$ cat config.mk
export PLATFORM = sky130hd
export DESIGN_NAME = pipe_stage_reg
export DESIGN_NICKNAME = d
export VERILOG_FILES = /design/src/rtl/pipe_stage_reg.sv
export SDC_FILE = /design/constraint.sdc
export NUM_CORES = 1
export LEC_CHECK = 0
export CAP_MARGIN = 10
export CELL_PAD_IN_SITES_DETAIL_PLACEMENT = 2
export CELL_PAD_IN_SITES_GLOBAL_PLACEMENT = 2
export CORE_AREA = 2 2 157 159
export DETAILED_ROUTE_END_ITERATION = 10
export DIE_AREA = 0 0 159 161
export GPL_ROUTABILITY_DRIVEN = 1
export PLACE_DENSITY = 0.79
export SLEW_MARGIN = 15
export SYNTH_ARGS = -nofsm -noshare
export SYNTH_HDL_FRONTEND = slang
export SYNTH_SLANG_ARGS = --single-unit
$ cat constraint.sdc
create_clock -name clock -period 6 [get_ports clock]
set_clock_uncertainty 0.05 [all_clocks]
set_input_delay 1.2 -clock clock [delete_from_list [all_inputs] [get_ports clock]]
set_output_delay 1.2 -clock clock [all_outputs]
set_load 0.05 [all_outputs]
$ cat src/rtl/pipe_stage_reg.sv
// rtl/pipe_stage_reg.sv - elastic pipeline register with optional skid entry; stats counters under PIPE_STAGE_STATS_EN
module pipe_stage_reg #(
   parameter int CTRL_W = 16,
   parameter int DATA_W = 48,
   parameter int PT_CH  = 2,
   parameter int PT_W   = 18,
   parameter int SKID   = 1,
   parameter int CNT_W  = 16
) (
   input  logic                  clock,
   input  logic                  reset,
   input  logic                  stall,
   input  logic                  flush,
   input  logic                  in_valid,
   output logic                  in_ready,
   input  logic [CTRL_W-1:0]     in_ctrl,
   input  logic [DATA_W-1:0]     in_data,
   output logic                  out_valid,
   input  logic                  out_ready,
   output logic [CTRL_W-1:0]     out_ctrl,
   output logic [DATA_W-1:0]     out_data,
   input  logic [PT_CH*PT_W-1:0] pt_in,
   output logic [PT_CH*PT_W-1:0] pt_out,
   output logic [1:0]            occupancy,
   output logic [CNT_W-1:0]      stall_cnt,
   output logic [CNT_W-1:0]      bubble_cnt
);

   typedef enum logic [1:0] {
      ST_EMPTY = 2'd0,
      ST_ONE   = 2'd1,
      ST_TWO   = 2'd2
   } state_t;

   state_t              state;
   state_t              state_nxt;
   logic [CTRL_W-1:0]   main_ctrl;
   logic [DATA_W-1:0]   main_data;
   logic [CTRL_W-1:0]   skid_ctrl;
   logic [DATA_W-1:0]   skid_data;
   logic                main_valid;
   logic                accept;
   logic                drain;
   logic                load_main_in;
   logic                load_main_skid;
   logic                load_skid;

   // The head entry is valid whenever at least one entry is held.
   assign main_valid = (state != ST_EMPTY);
   assign out_valid  = main_valid & ~stall;
   assign out_ctrl   = out_valid ? main_ctrl : '0;
   assign out_data   = main_data;
   assign occupancy  = state;
   assign pt_out     = pt_in;

   // With the skid entry, in_ready only looks at registered state so out_ready never reaches it.
   assign in_ready = ~reset & ~stall & ~flush &
                     ((SKID != 0) ? (state != ST_TWO) : ((state == ST_EMPTY) | out_ready));

   assign accept = in_valid & in_ready;
   assign drain  = out_valid & out_ready;

   // State register; reset discards any held entries.
   always_ff @(posedge clock or posedge reset) begin
      if (reset) begin
         state <= ST_EMPTY;
      end else begin
         state <= state_nxt;
      end
   end

   // Next-state and entry-movement decode; flush overrides stall, stall freezes everything.
   always_comb begin
      state_nxt      = state;
      load_main_in   = 1'b0;
      load_main_skid = 1'b0;
      load_skid      = 1'b0;
      if (flush) begin
         state_nxt = ST_EMPTY;
      end else if (!stall) begin
         case (state)
            ST_EMPTY: begin
               if (accept) begin
                  state_nxt    = ST_ONE;
                  load_main_in = 1'b1;
               end
            end
            ST_ONE: begin
               if (accept && !drain) begin
                  state_nxt = ST_TWO;
                  load_skid = 1'b1;
               end else if (!accept && drain) begin
                  state_nxt = ST_EMPTY;
               end else if (accept && drain) begin
                  load_main_in = 1'b1;
               end
            end
            ST_TWO: begin
               if (drain) begin
                  state_nxt      = ST_ONE;
                  load_main_skid = 1'b1;
               end
            end
            default: state_nxt = ST_EMPTY;
         endcase
      end
   end

   // Entry storage; flush only clears control so stale data never enables anything downstream.
   always_ff @(posedge clock or posedge reset) begin
      if (reset) begin
         main_ctrl <= '0;
         main_data <= '0;
         skid_ctrl <= '0;
         skid_data <= '0;
      end else if (flush) begin
         main_ctrl <= '0;
         skid_ctrl <= '0;
      end else begin
         if (load_main_in) begin
            main_ctrl <= in_ctrl;
            main_data <= in_data;
         end else if (load_main_skid) begin
            main_ctrl <= skid_ctrl;
            main_data <= skid_data;
         end
         if (load_skid) begin
            skid_ctrl <= in_ctrl;
            skid_data <= in_data;
         end
      end
   end

`ifdef PIPE_STAGE_STATS_EN
   logic [CNT_W-1:0] stall_cnt_q;
   logic [CNT_W-1:0] bubble_cnt_q;

   // Saturating statistics counters, cleared only by reset.
   always_ff @(posedge clock or posedge reset) begin
      if (reset) begin
         stall_cnt_q  <= '0;
         bubble_cnt_q <= '0;
      end else begin
         if (stall && (stall_cnt_q != {CNT_W{1'b1}})) begin
            stall_cnt_q <= stall_cnt_q + 1'b1;
         end
         if (!out_valid && (bubble_cnt_q != {CNT_W{1'b1}})) begin
            bubble_cnt_q <= bubble_cnt_q + 1'b1;
         end
      end
   end

   assign stall_cnt  = stall_cnt_q;
   assign bubble_cnt = bubble_cnt_q;
`else
   assign stall_cnt  = '0;
   assign bubble_cnt = '0;
`endif

endmodule

Yosys cells after proc, flatten, opt, wreduce, memory -nomap -nowiden
Index checks and enable logic that the tools add are counted.
{ "classes": {"add_sub_neg": 0, "order_cmp": 0, "div": 0, "muxes": 30, "eq_ne": 7, "shift": 0, "bitwise_logic": 9, "n_mul": 0, "reduce_logical": 13} }
{ "op_table": {"columns": ["operator", "n"], "rows": [
  ["$mux 16", 6],
  ["$mux 48", 2],
  ["$mux 1", 14],
  ["$mux 2", 6],
  ["$and 1x1->1", 6],
  ["$ne 3x3->1 const B", 2],
  ["$pmux 2 s3", 1],
  ["$reduce_bool 2->1", 3],
  ["$ne 4x4->1 const B", 1],
  ["$reduce_and 2->1", 2],
  ["$reduce_and 4->1", 1],
  ["$logic_and 1x1->1", 3],
  ["$not 1->1", 3],
  ["$reduce_bool 3->1", 1],
  ["$eq 2x1->1 const B", 1],
  ["$eq 2x2->1 const B", 1],
  ["$logic_not 1->1", 2],
  ["$logic_not 2->1", 1],
  ["$ne 2x1->1 const B", 1],
  ["$ne 2x2->1 const B", 1],
  ["$pmux 1 s2", 1]
]} }
{ "word_totals": {"regBits": 130, "latchBits": 0, "wordCells": 64, "mem_bits_rw": 0, "out_inout_bits": 136, "mem_bits_ro": 0, "input_bits": 106, "n_memories": 0} }

Depth between registers and ports, before layout
{ "depth": {"word_depth": 14, "mapped_depth": 8} }

Least setup slack after synthesis
OpenSTA, ideal clock, no wires.
{ "synth_timing": {"kind": "input port to output port", "startpoint": "in flush", "endpoint": "out in_ready", "arrival_time_ns": 2.660, "slack_ns": 2.090, "n_path_buf": 1, "cell_stages": 3, "path_cell_list": "or2_1 > buf_2 > nor3_1"} }
{ "synth_between": {"elab_chain_len": 3} }
{ "synth_rtl": {"columns": ["item", "line_no", "text"], "rows": [
  ["start: declaration", "13", "input logic flush,"],
  ["$not 1->1 (no source line)", null, null],
  ["$and 1x1->1 (2 in series)", "57", "assign in_ready = ~reset & ~stall & ~flush &"],
  ["end: declaration", "15", "output logic in_ready,"]
]} }
Every way passes these cells.

Worst setup path after layout
Same ends and word-level chain as after synthesis.

==> flow_summary.json <==
{
  "status": "finished, final reports clean",
  "cts-root-buf": "clkbuf_16",
  "power_density_nw_per_um2": 356.0,
  "finalMaxSlewViolations": 0,
  "crit_fanout": 20,
  "r2r_cells": 5,
  "clk_pin_slew_ns": 0.06,
  "cp.required_ns": 4.75,
  "drive_above_1_share": 0.06501,
  "htreeDepth": 4,
  "period_needed_ns": 4.615,
  "synth_area_leader_cell": "dfrtp_1",
  "async_flop_share": 1.000,
  "vdd_drop_max_uv": 175.4,
  "fin_setup_tns_ns": 0,
  "rsz0062_at_grt": "no",
  "final_nets": 816,
  "synth_cell_types": 29,
  "dpl_cell_area_um2": 7385,
  "synth_top_flop_cell": "dfrtp_1",
  "synth_top_area_share": 0.5295,
  "clk_path_buf_depth": 2,
  "core_um2": 23960,
  "grt_pass1_wl_um": 29080,
  "fin_ws_ns": 1.385,
  "via_per_inst": 4.488,
  "grt_max_degree": 103,
  "place.gp.congestion": 0.6992,
  "hpwlAfterDp_um": 11570,
  "drt_first_iter_violations": 159,
  "timing.fmax_ghz": 0.2167,
  "min_path_type": "reg2reg",
  "post-route-cell-area_um2": 7980,
  "cts.sinks": 130,
  "drt_wl_total_um": 18080,
  "worstSetupPathType": "in2out",
  "grt_pass1_vias": 5220,
  "synth_edf_count": 0,
  "numCtsBuffers": 17,
  "fp.dieW_um": 159,
  "insertion_delay_ns": 0.42,
  "yosysMostFrequentCell": "nand2_1",
  "power.leakage_nw": 3.978,
  "cts_resized": 0,
  "synth_cells": 620,
  "route.detailed.drc": 0,
  "antenna_found_initial": 0,
  "crit_arrival_ns": 3.36,
  "yosys-top-cells-count": "nand2_1, dfrtp_1, buf_4, a21o_1, a22o_1",
  "diodes": 0,
  "hold-path-cell-count": 1,
  "finalHoldViolCount": 0,
  "cap_viol_max_count": 0,
  "dieArea_um2": 25600,
  "slew_headroom": 0.2965,
  "cts_tree": "built",
  "syn_area_um2": 6143,
  "crit_path_end_kind": "output port",
  "yosysWarnings": 0,
  "place_ws_ns": 1.390,
  "fp-row-count": 57,
  "setup_viol": 0,
  "dr.pass1.iters": 4,
  "period_share": 0.7692,
  "io_buffers": 137,
  "ys_top_cells_by_area": "dfrtp_1, nand2_1, buf_4",
  "initial_core_util": 0.2564,
  "ctsHoldBuffers": 0,
  "ios": 242,
  "wl_per_cell_um": 17.26,
  "crit_path_start_kind": "input port",
  "avgSynthCellArea_um2": 9.909,
  "yosysSeqAreaShare": 0.5295,
  "overflow": 0,
  "vias": 4699,
  "area_growth_pct": 29.90,
  "ys_ff_latch": 130,
  "track_usage": 0.1442,
  "cts_setup_buffers": 0,
  "die_y_um": 161,
  "hold_ws_ns": 0.4228,
  "tightest_slew_ns": 1.052,
  "drtAntennaViolNets": 0
}
-- flip-flops by register name, summed over array words and instances, names as in the netlist --
signal	cells
out_data	48
skid_ctrl	16
skid_data	48
occupancy	2
main_ctrl	16
-- critical path: stages --
cell             delay (ns)
clkdlybuf4s50_1        0.40
buf_4                  0.20
or2_1                  0.38
nor3_1                 0.32
clkdlybuf4s50_1        0.87
-- cell type report --
cell class	instances	area (um2)
clock buffers	19	442.9
clock inverters	13	152.6
fillers	2636	15980
inverters	2	12.51
multi-input cells	413	2262
flip-flops and latches	130	3253
well taps	324	405.4
repair buffers	146	1451
-- cells by family (layout without fill, tap and decap cells) --
family | Yosys count | count (layout) | share of synthesized area
AO/OA/AOI/OAI | 134 | 134 | 0.1686
buffers and inverters | 108 | 180 | 0.1238
flip-flops | 130 | 130 | 0.5295
other | 1 | 32 | 0.0006104
AND/OR/NAND/NOR | 247 | 247 | 0.1774
-- where the power goes --
| group | switching [mW] | internal, mW | total (mW) |
|---|---|---|---|
| Combinational | 0.450 | 0.246 | 0.695 |
| Clock | 0.433 | 0.631 | 1.06 |
| Sequential | 0.0755 | 1.01 | 1.08 |
-- final timing paths --
path                               from            end  slack [ns]
max                               flush       in_ready        1.39
min                         out_data[2]    out_data[2]        0.42
max reg2reg                occupancy[1]  skid_ctrl[15]        3.44
min reg2reg                 out_data[2]    out_data[2]        0.42
max in group asynchronous         reset   main_ctrl[1]        3.37
min in group asynchronous         reset   skid_ctrl[9]        1.46
-- metrics by stage --
step | std cells | util | power, mW
2_1_floorplan | 651 | - | 1.611
3_3_place_gp | 1015 | 0.3082 | 1.777
3_5_place_dp | 1015 | 0.3082 | 1.802
4_1_cts | 1047 | 0.3330 | 2.885
5_1_grt | 1047 | 0.3330 | 2.968
6_report | 1047 | 0.3330 | 2.841
-- layer usage --
metal  track usage  vias to the layer above  routed length, um  share of wire
li1              -                     2140                  -              -
met1        0.1801                     2424               8107           0.45
met2        0.2492                      120               8954           0.50
met3       0.03595                       15                837          0.046
met4       0.03926                        0                178         0.0098
met5             0                        -                  0              0
-- cell usage in the layout (no fill, tap or decap), drive strengths merged --
master         netlist  final
conb                 1     32
or2                  2      2
nor2                 5      5
a2bb2oi             16     16
or3                  1      1
nand3                1      1
nor3b                1      1
bufinv               0      2
and2                16     16
nor3                 3      3
dfrtp              130    130
a21oi                3      3
or3b                 1      1
nand2b               3      3
nand2              195    195
a22o                48     48
a21o                48     48
nand3b              17     17
clkdlybuf4s50        0    137
clkinv               0      6
o21ai               17     17
nor2b                2      2
clkinvlp             0      2
clkbuf              10     19
a31oi                1      1
buf                 96      9
inv                  2      5
a211o                1      1
No activity file was read; power rests on OpenSTA's default activity.
